**src/rtl/bp_be_pkg.sv**
```systemverilog
// Shared definitions for the BE front-end queue slice.
//
// Contents:
//   fe_queue_els_gp        default entry count of the FE queue
//   fe_queue_ptr_width()   pointer width for a given entry count (index bits + wrap bit)
//   bp_be_fe_queue_ptr_s   pointer layout {wrap, idx} at the default entry count
package bp_be_pkg;

  localparam int fe_queue_els_gp = 8;

  // Index bits plus one wrap bit, so full and empty remain distinguishable
  // when the indices are equal.
  function automatic int fe_queue_ptr_width(input int els);
    return $clog2(els) + 1;
  endfunction

  localparam int fe_queue_idx_width_gp = $clog2(fe_queue_els_gp);

  typedef struct packed {
    logic                             wrap;
    logic [fe_queue_idx_width_gp-1:0] idx;
  } bp_be_fe_queue_ptr_s;

endpackage

```
**src/rtl/bp_be_fe_queue_ptr_ctrl.sv**
```systemverilog
// Pointer control for the checkpointed FE queue.
//
// Holds the write, speculative-read and commit pointers, and resolves the
// clr > roll > yumi priority on the read pointer. deq is folded into the
// commit pointer first, so roll and clr both see the post-commit checkpoint.
//
// Ports:
//   clk, reset_n     clock, asynchronous active-low reset
//   enq              message accepted this cycle (valid & ready)
//   yumi             presented message consumed
//   roll             rewind read pointer to checkpoint
//   clr              flush all entries
//   deq              retire the oldest read entry
//   widx, ridx       storage indices for write and read
//   empty            no unread entries
//   full             occupancy relative to the checkpoint equals els_p
//   ready            buffer can accept a message
module bp_be_fe_queue_ptr_ctrl
  import bp_be_pkg::*;
#(
  parameter  int els_p        = fe_queue_els_gp,
  localparam int ptr_width_lp = fe_queue_ptr_width(els_p),
  localparam int idx_width_lp = ptr_width_lp - 1
) (
  input  logic                    clk,
  input  logic                    reset_n,
  input  logic                    enq,
  input  logic                    yumi,
  input  logic                    roll,
  input  logic                    clr,
  input  logic                    deq,
  output logic [idx_width_lp-1:0] widx,
  output logic [idx_width_lp-1:0] ridx,
  output logic                    empty,
  output logic                    full,
  output logic                    ready
);

  logic [ptr_width_lp-1:0] wptr_reg, rptr_reg, cptr_reg;
  logic [ptr_width_lp-1:0] wptr_next, rptr_next, cptr_next;
  // Holds ready low through reset and releases it on the first clock after.
  logic                    ready_en_reg;

  always_comb begin
    cptr_next = cptr_reg + ptr_width_lp'(deq);
    wptr_next = wptr_reg + ptr_width_lp'(enq);
    rptr_next = rptr_reg;
    if (clr) begin
      wptr_next = cptr_next;
      rptr_next = cptr_next;
    end else if (roll) begin
      rptr_next = cptr_next;
    end else if (yumi) begin
      rptr_next = rptr_reg + ptr_width_lp'(1);
    end
  end

  always_ff @(posedge clk or negedge reset_n) begin
    if (!reset_n) begin
      wptr_reg     <= '0;
      rptr_reg     <= '0;
      cptr_reg     <= '0;
      ready_en_reg <= 1'b0;
    end else begin
      wptr_reg     <= wptr_next;
      rptr_reg     <= rptr_next;
      cptr_reg     <= cptr_next;
      ready_en_reg <= 1'b1;
    end
  end

  // Full is measured from the checkpoint: read-but-uncommitted entries still
  // occupy storage because a roll may replay them.
  assign full  = (wptr_reg - cptr_reg) == ptr_width_lp'(els_p);
  assign empty = (rptr_reg == wptr_reg);
  assign ready = ready_en_reg & ~full;
  assign widx  = wptr_reg[idx_width_lp-1:0];
  assign ridx  = rptr_reg[idx_width_lp-1:0];

endmodule

```
**src/rtl/bp_be_fe_queue_ckpt.sv**
```systemverilog
// Checkpointed FE queue between the front-end fetch port and the BE issue
// scheduler. Messages stay in storage after the scheduler consumes them and
// are freed only on deq (commit), so a roll can replay from the oldest
// uncommitted entry.
//
// Configuration macro: BP_BE_FE_QUEUE_BYPASS_EN
//   defined   - an accepted message arriving while the buffer is empty is
//               presented in the same cycle (still written for replay);
//               suppressed in clr or roll cycles
//   undefined - 1-cycle latency, no combinational input-to-output path
//
// Ports:
//   clk_i, reset_n_i   clock, asynchronous active-low reset
//   fe_queue_data_i    message from the front end
//   fe_queue_v_i       front end offers a message
//   fe_queue_ready_o   buffer can accept a message
//   fe_queue_data_o    oldest unread message
//   fe_queue_v_o       unread message available
//   fe_queue_yumi_i    scheduler consumes the presented message
//   fe_queue_clr_i     flush everything
//   fe_queue_roll_i    rewind read pointer to the checkpoint
//   fe_queue_deq_i     commit the oldest read entry
//   empty_o            no unread entries
//   full_o             occupancy relative to the checkpoint equals els_p
module bp_be_fe_queue_ckpt
  import bp_be_pkg::*;
#(
  parameter  int els_p        = fe_queue_els_gp,
  parameter  int data_width_p = 128,
  localparam int ptr_width_lp = fe_queue_ptr_width(els_p),
  localparam int idx_width_lp = ptr_width_lp - 1
) (
  input  logic                    clk_i,
  input  logic                    reset_n_i,
  input  logic [data_width_p-1:0] fe_queue_data_i,
  input  logic                    fe_queue_v_i,
  output logic                    fe_queue_ready_o,
  output logic [data_width_p-1:0] fe_queue_data_o,
  output logic                    fe_queue_v_o,
  input  logic                    fe_queue_yumi_i,
  input  logic                    fe_queue_clr_i,
  input  logic                    fe_queue_roll_i,
  input  logic                    fe_queue_deq_i,
  output logic                    empty_o,
  output logic                    full_o
);

  logic                    enq;
  logic                    wr_en;
  logic [idx_width_lp-1:0] widx;
  logic [idx_width_lp-1:0] ridx;
  logic [data_width_p-1:0] mem_reg [els_p];

  // Ready depends only on registered state, so this has no loop through
  // the pointer logic.
  assign enq   = fe_queue_v_i & fe_queue_ready_o;
  // A clr discards any same-cycle enqueue; the pointer block drops it too.
  assign wr_en = enq & ~fe_queue_clr_i;

  bp_be_fe_queue_ptr_ctrl #(
    .els_p (els_p)
  ) ptr_ctrl (
    .clk     (clk_i),
    .reset_n (reset_n_i),
    .enq     (enq),
    .yumi    (fe_queue_yumi_i),
    .roll    (fe_queue_roll_i),
    .clr     (fe_queue_clr_i),
    .deq     (fe_queue_deq_i),
    .widx    (widx),
    .ridx    (ridx),
    .empty   (empty_o),
    .full    (full_o),
    .ready   (fe_queue_ready_o)
  );

  // Storage is intentionally not reset; pointers alone define validity.
  always_ff @(posedge clk_i) begin
    if (wr_en) begin
      mem_reg[widx] <= fe_queue_data_i;
    end
  end

`ifdef BP_BE_FE_QUEUE_BYPASS_EN
  logic bypass;

  assign bypass          = empty_o & enq & ~fe_queue_clr_i & ~fe_queue_roll_i;
  assign fe_queue_v_o    = ~empty_o | bypass;
  assign fe_queue_data_o = bypass ? fe_queue_data_i : mem_reg[ridx];
`else
  assign fe_queue_v_o    = ~empty_o;
  assign fe_queue_data_o = mem_reg[ridx];
`endif

endmodule

```
**config.mk**
```make
export PLATFORM = sky130hd
export DESIGN_NAME = bp_be_fe_queue_ckpt
export DESIGN_NICKNAME = d
export VERILOG_FILES = /design/src/rtl/bp_be_pkg.sv /design/src/rtl/bp_be_fe_queue_ptr_ctrl.sv /design/src/rtl/bp_be_fe_queue_ckpt.sv
export SDC_FILE = /design/constraint.sdc
export NUM_CORES = 1
export LEC_CHECK = 0
export BUFFER_PORTS_ARGS = -buffer_cell sky130_fd_sc_hd__clkbuf_2
export CAP_MARGIN = 20
export CORE_MARGIN = 1
export CORE_UTILIZATION = 25
export CTS_BUF_LIST = sky130_fd_sc_hd__clkbuf_8
export CTS_CLUSTER_SIZE = 30
export DETAILED_ROUTE_END_ITERATION = 10
export PLACE_DENSITY = 0.5
export SLEW_MARGIN = 20
export SYNTH_ARGS = -nofsm -noshare
export SYNTH_HDL_FRONTEND = slang
export SYNTH_SLANG_ARGS = --single-unit
```
**constraint.sdc**
```tcl
create_clock -name clk_i -period 14.3 [get_ports clk_i]
set_clock_uncertainty 0.05 [all_clocks]
set_input_delay 2.86 -clock clk_i [delete_from_list [all_inputs] [get_ports clk_i]]
set_output_delay 2.86 -clock clk_i [all_outputs]
set_load 0.005 [all_outputs]
```
==> key figures, run 1 <==
Status
  • Outcome: finished, final reports clean

Worst setup path
  • Crit path capture type: output port
  • Top cell family by delay on the critical path: buffers and inverters
  • Critical Path Max Stage Delay: 0.81 ns
  • FF-to-FF End: mem_reg[3][16]
  • Most common cell on crit path: buf_4
  • Worst reg2reg setup slack: 9.48 ns
  • Worst Path Arrival: 5.07 ns
  • Critical path buffer and inverter count: 4
  • Worst-path fanout max: 46
  • Slowest stage cell, crit path: dfrtp_4
  • Crit path cell chain: buf_4 -> buf_4 -> buf_4 -> mux4_1 -> mux2_2 -> clkbuf_2
  • CP Class: reg -> out
  • R2R cell count: 9
  • Setup crit end: fe_queue_data_o[40]
  • Worst path depth: 6
  • Startpoint types: register
  • CP startpoint: ptr_ctrl.rptr_reg[0]
  • CP required: 11.39 ns
  • Worst r2r src: ptr_ctrl.wptr_reg[2]

Floorplan
  • Num rows: 145
  • CORE AREA: 0.157 mm2
  • DIE WIDTH: 400 um
  • Die area: 0.160 mm2
  • Starting Density: 25.2%
  • DIE HEIGHT: 400 um
  • # IOs: 267

STA
  • WHS: 0.520 ns
  • Fin crit period: 7.98 ns
  • Worst slew pin tran: 1.06 ns
  • Final Max Tran Viols: 0
  • # setup viols final: 0
  • RSZ-0062 raised after global routing: false
  • Final Hold Fails: 0
  • Final worst path period share: 55.8%
  • Relative slew slack: 29.3%
  • Worst setup margin: 6.32 ns
  • Setup_tns: 0 ns
  • Maximum clock frequency: 125 MHz

Drt
  • Initial drt markers: 913
  • WL/cell: 21.9 um
  • Vias: 17600
  • Initial DRT Pass Iterations: 5
  • Routed Wire Length: 91.2 mm
  • Post-route ant nets: 0
  • DRC: 0
  • Drt via density: 4.22

Placed design
  • Placement Cell Area: 0.0433 mm2
  • Placed Cells: 3851
  • PortBufs: 266
  • Pre-CTS WS: 7.03 ns
  • DP HPWL: 48.7 mm
  • Routability Congestion: 0.672

GRT
  • Total grt overflow: 0
  • Initial antenna violation count: 9
  • Total GRT Usage: 11.4%
  • Largest net degree at the start of global routing: 92
  • Global-route wire length before repair: 132 mm
  • Vias in the first global route: 19800

Clock network
  • Post_cts resized: 0
  • Number of hold buffers added after cts: 0
  • H-tree depth: 4
  • Clk sinks: 1037
  • Setup Fix Bufs, Post-CTS: 0
  • Clock root buffer: clkbuf_8
  • Clock buffer depth: 3
  • Worst-skew pair later-pin latency: 0.87 ns
  • Clock tree from TritonCTS: yes
  • CTS clk-pin slew, worst paths: 0.06 ns
  • Num CTS Buffers: 174

Power
  • Switching part of the total: 28.8%
  • Power share of the sequential group: 43.3%
  • P_leak: 15.3 nW
  • Peak supply drop: 0.0000795 V
  • Overall power: 8.28 mW
  • Clock share of power: 29.6%
  • Gate power share: 27.0%
  • Switching pwr: 2.39 mW
  • Power Internal: 5.89 mW
  • PD cells: 178 mW/mm2

Synth
  • Post-Synthesis Cells: 1568
  • Mapped Area: 0.0396 mm2
  • Post-synthesis average cell area: 25.2 um2
  • Post-synth EDFFs: 1024
  • Synth cell types: 30
  • Async SR Flop Fraction: 1.25%
  • Cell taking the most area after synthesis: edfxtp_1
  • Largest cells by area after synthesis: edfxtp_1 (78%), mux4_2 (10%), mux4_1 (5.3%), mux2_2 (3.7%), dfrtp_1 (0.82%)
  • Register area share after synthesis: 78.5%
  • Syn_nets: 1711
  • Seq cells post-synth: 1037
  • Yosys Warn Count: 0
  • Yosys top cell area share: 77.7%
  • Main synth FF type: edfxtp_1

Cells and area
  • Fin util: 29.7%
  • Final Net Count: 2112
  • Design Area, Final: 0.0466 mm2
  • Fillers: 15300
  • Layout area overhead: 17.7%
  • Layout cells sized above 1: 40.0%
  • Max reg flops: 1024
  • Final Non-Filler Cells: 4165

Hold path
  • Hold WC Path Type: reg -> reg

Flow run
  • Max Cap Viol: 0
worst register-to-register path: cells and delay by family, from the launching register on:
kind            cells  cell delay [ns]
simple gates        3             0.47
compound gates      1             0.19
flops               1             0.62
buf+inv             4             2.62
fa+ha+maj           1             0.36
layout by cell type, fill, tap and decap left out, drive strengths merged:
cell type | synthesis | final
nand2b | 2 | 2
diode | 0 | 5
nand3 | 3 | 3
clkinvlp | 0 | 3
bufinv | 0 | 5
nor4 | 2 | 2
nor2 | 7 | 7
conb | 1 | 1
nand3b | 1 | 1
nand4 | 2 | 2
clkbuf | 26 | 444
clkinv | 0 | 61
dfrtp | 13 | 13
edfxtp | 1024 | 1024
mux2 | 130 | 130
nor4b | 1 | 1
mux4 | 256 | 256
xnor2 | 8 | 8
a21oi | 6 | 6
mux2i | 1 | 1
ha | 8 | 8
o21ai | 2 | 2
nor2b | 2 | 2
nand2 | 8 | 8
inv | 4 | 66
xor2 | 5 | 5
nor3 | 6 | 6
buf | 50 | 35
layout make-up:
class	instances	area, um2	share of cell area, %
clock buffer	178	2450	5.26
antenna	5	12.5	0.0269
inverter	4	15.0	0.0322
tap	2058	2570	5.53
sequential	1037	31100	66.7
multi-input combinational	451	8030	17.2
timing repair buffer	301	1640	3.51
clock inverter	131	771	1.65
cells in the mapped netlist, drive strengths merged (3+ instances only):
cell / number
buf: 50
xor2: 5
a21oi: 6
edfxtp: 1024
mux4: 256
ha: 8
inv: 4
dfrtp: 13
clkbuf: 26
xnor2: 8
mux2: 130
nor3: 6
nand2: 8
nor2: 7
nand3: 3
kinds of logic after synthesis:
kind of cell | count (synthesis) | share of synthesized area, %
other | 1 | 0.00947
and+or+nand+nor | 34 | 0.424
buffers and inverters | 80 | 1.36
AOI/OAI and AO/OA | 8 | 0.101
muxes | 387 | 19.0
DFF | 1037 | 78.5
adders and majority gates | 8 | 0.253
xor gates and xnor gates | 13 | 0.288
worst min path at each step:
stage / from / to / cells after the start
after detailed placement: ptr_ctrl.cptr_reg[3] / ptr_ctrl.cptr_reg[3] / 1
after global routing: ptr_ctrl.cptr_reg[3] / ptr_ctrl.cptr_reg[3] / 1
after CTS: ptr_ctrl.cptr_reg[3] / ptr_ctrl.cptr_reg[3] / 1
after global placement: ptr_ctrl.cptr_reg[2] / ptr_ctrl.cptr_reg[2] / 1
after floorplan: ptr_ctrl.cptr_reg[2] / ptr_ctrl.cptr_reg[2] / 1
final: ptr_ctrl.cptr_reg[3] / ptr_ctrl.cptr_reg[3] / 1
layer usage:
layer	track usage [%]	share of wire, %	vias to the layer above
met5	0	0.10	-
met4	3.95	2.1	14
met3	3.41	5.5	146
met2	20.0	52	397
met1	13.0	40	9384
li1	-	-	7639
power by group through the flow:
stage	registers, mW	logic (mW)	clock network [mW]
3_3_place_gp	3.64	2.29	0
6_report	3.59	2.24	2.45
4_1_cts	3.59	2.33	2.56
2_1_floorplan	3.62	1.57	0
3_5_place_dp	3.65	2.31	0
5_1_grt	3.60	2.43	2.68
Note: power is estimated with default switching activity, not from simulation.
==> run 2, diff against run 1 <==
- PLACE_DENSITY: 0.5 -> 0.49
- clock period: 14.3 -> 7.7 ns (I/O delays scaled with it)
==> run 2 against run 1 <==
Against the previous run:
- flip-flop and latch count stayed put
- sequential share of layout area decreased by 0.23 points
- power increased by 86%
- first-iteration DRC count fell by 17%
- setup slack got worse by 3.8 ns
- critical endpoint is now fe_queue_data_o[113]
- non-clock buffer count up 1
- critical path type unchanged
- cell area increased by 0.35%
==> key figures, run 2 (same netlist as run 1, synthesis figures left out) <==
Status
  • Outcome: finished, final reports clean

Flow run
  • Max Cap Viol: 0 (unchanged)

STA
  • # setup viols final: 0 (unchanged)
  • Maximum clock frequency: 194 MHz
  • Final Max Tran Viols: 0 (unchanged)
  • Relative slew slack: 32.4% (+3.1 points)
  • Worst slew pin tran: 1.01 ns (-0.0463 ns)
  • Setup_tns: 0 ns (unchanged)
  • RSZ-0062 raised after global routing: false
  • Fin crit period: 5.16 ns
  • Final worst path period share: 67.1%
  • Final Hold Fails: 0 (unchanged)

Placed design
  • PortBufs: 266 (unchanged)
  • Placement Cell Area: 0.0435 mm2 (+0.36%)
  • DP HPWL: 47.3 mm (-2.9%)
  • Placed Cells: 3852 (+0.026%)
  • Routability Congestion: 0.709 (+5.4%)

Cells and area
  • Layout cells sized above 1: 39.6% (-0.42 points)
  • Layout area overhead: 18.1%
  • Final Non-Filler Cells: 4167 (+0.048%)
  • Most frequent cells in the layout: edfxtp_1 (1024), clkbuf_2 (266), clkbuf_8 (177), mux4_2 (176), mux2_2 (130)
  • Fillers: 15200 (-0.44%)
  • Final Net Count: 2113 (+0.047%)
  • Max reg flops: 1024 (unchanged)
  • Commonest non-fill, non-tap cell in the layout: edfxtp_1
  • Design Area, Final: 0.0467 mm2 (+0.35%)

GRT
  • GR Layer Usage met2: 20.3% (+0.23 points)
  • M3 GR Usage: 3.22% (-0.19 points)
  • Total grt overflow: 0 (unchanged)
  • Global-route wire length before repair: 132 mm (+0.27%)
  • Vias in the first global route: 19600 (-1.1%)
  • Largest net degree at the start of global routing: 127 (+38%)
  • Total GRT Usage: 11.5% (+0.12 points)
  • Met1 Use GR: 13.2% (+0.17 points)
  • Initial antenna violation count: 11 (+2)
  • Gr busiest metal: met2

Clock network
  • Clock tree from TritonCTS: yes
  • H-tree depth: 4 (unchanged)
  • Number of hold buffers added after cts: 0 (unchanged)
  • Post_cts resized: 0 (unchanged)
  • Worst-skew pair later-pin latency: 0.86 ns (about the same)
  • Clk sinks: 1037 (unchanged)
  • CTS clk-pin slew, worst paths: 0.06 ns (about the same)
  • Clock buffer depth: 3 (unchanged)
  • Clock root buffer: clkbuf_8
  • Setup Fix Bufs, Post-CTS: 0 (unchanged)
  • Num CTS Buffers: 174 (unchanged)

Worst setup path
  • Worst-path fanout max: 35 (-24%)
  • CP Class: reg -> out
  • Startpoint types: register
  • Worst Path Arrival: 3.57 ns (-1.50 ns)
  • Crit path capture type: output port
  • CP required: 6.11 ns (-5.28 ns)

Floorplan
  • Die area: 0.160 mm2 (unchanged)
  • Num rows: 145 (unchanged)
  • DIE HEIGHT: 400 um (unchanged)
  • Starting Density: 25.2% (unchanged)
  • # IOs: 267 (unchanged)
  • CORE AREA: 0.157 mm2 (unchanged)
  • DIE WIDTH: 400 um (unchanged)

Power
  • P_leak: 15.3 nW (+0.11%)
  • PD cells: 330 mW/mm2 (+86%)
  • Peak supply drop: 0.000285 V (+260%)
  • Overall power: 15.4 mW (+86%)

Drt
  • Initial DRT Pass Iterations: 5 (unchanged)
  • Routed Wire Length: 91.8 mm (+0.69%)
  • Drt via density: 4.25 (+0.73%)
  • WL/cell: 22.0 um (+0.64%)
  • Post-route ant nets: 0 (unchanged)
  • DRC: 0 (unchanged)
  • Vias: 17700 (+0.77%)
  • Initial drt markers: 762 (-17%)

Hold path
  • Hold WC Path Type: reg -> reg
-- run 2: report_power, final --
part           internal [mW]  switching [mW]  leakage [nW]  total [mW]
clock network           2.36            2.21          1.83        4.56
registers               6.49           0.199          9.37        6.69
logic                   2.14            2.03          4.06        4.16
-- run 2: routing by layer --
layer	vias to the layer above	routed length (um)
met5	-	80
met4	12	2250
met3	176	5000
met2	422	48000
met1	9436	36500
li1	7670	-
-- run 2: per-stage QoR --
stage,utilization [%],hold WS (ns),setup slack [ns]
finish,29.8,0.512,2.54
global route,29.8,0.434,2.20
CTS,29.8,0.380,2.24
detailed placement,27.7,0.501,3.28
global placement,27.7,0.498,3.31
floorplan,-,0.443,-3.81
-- run 2: final cells by class --
class	count	area [um2]	area share, %
diodes	5	12.5	0.0268
multi-input cells	451	8050	17.2
clock inverters	133	792	1.69
clock buffers	177	2440	5.21
flip-flops and latches	1037	31100	66.5
repair buffers	302	1770	3.79
well taps	2058	2570	5.51
inverters	4	15.0	0.0321
-- run 2: path summary, 6_finish.rpt --
check                                     start  cells after the start  slack, ns                     to
max                        ptr_ctrl.rptr_reg[0]                      4       2.54   fe_queue_data_o[113]
min                        ptr_ctrl.cptr_reg[3]                      1       0.51   ptr_ctrl.cptr_reg[3]
max reg2reg                ptr_ctrl.wptr_reg[2]                      8       3.90         mem_reg[7][57]
min reg2reg                ptr_ctrl.cptr_reg[3]                      1       0.51   ptr_ctrl.cptr_reg[3]
max in group asynchronous             reset_n_i                      1       6.78   ptr_ctrl.rptr_reg[0]
min in group asynchronous             reset_n_i                      1       0.52  ptr_ctrl.ready_en_reg
-- run 2: worst max-delay path: stages (launching register included) --
cell and delay, ns:
dfrtp_4 0.89, buf_4 0.65, mux4_1 0.63, mux2_2 0.36
clkbuf_2 0.14
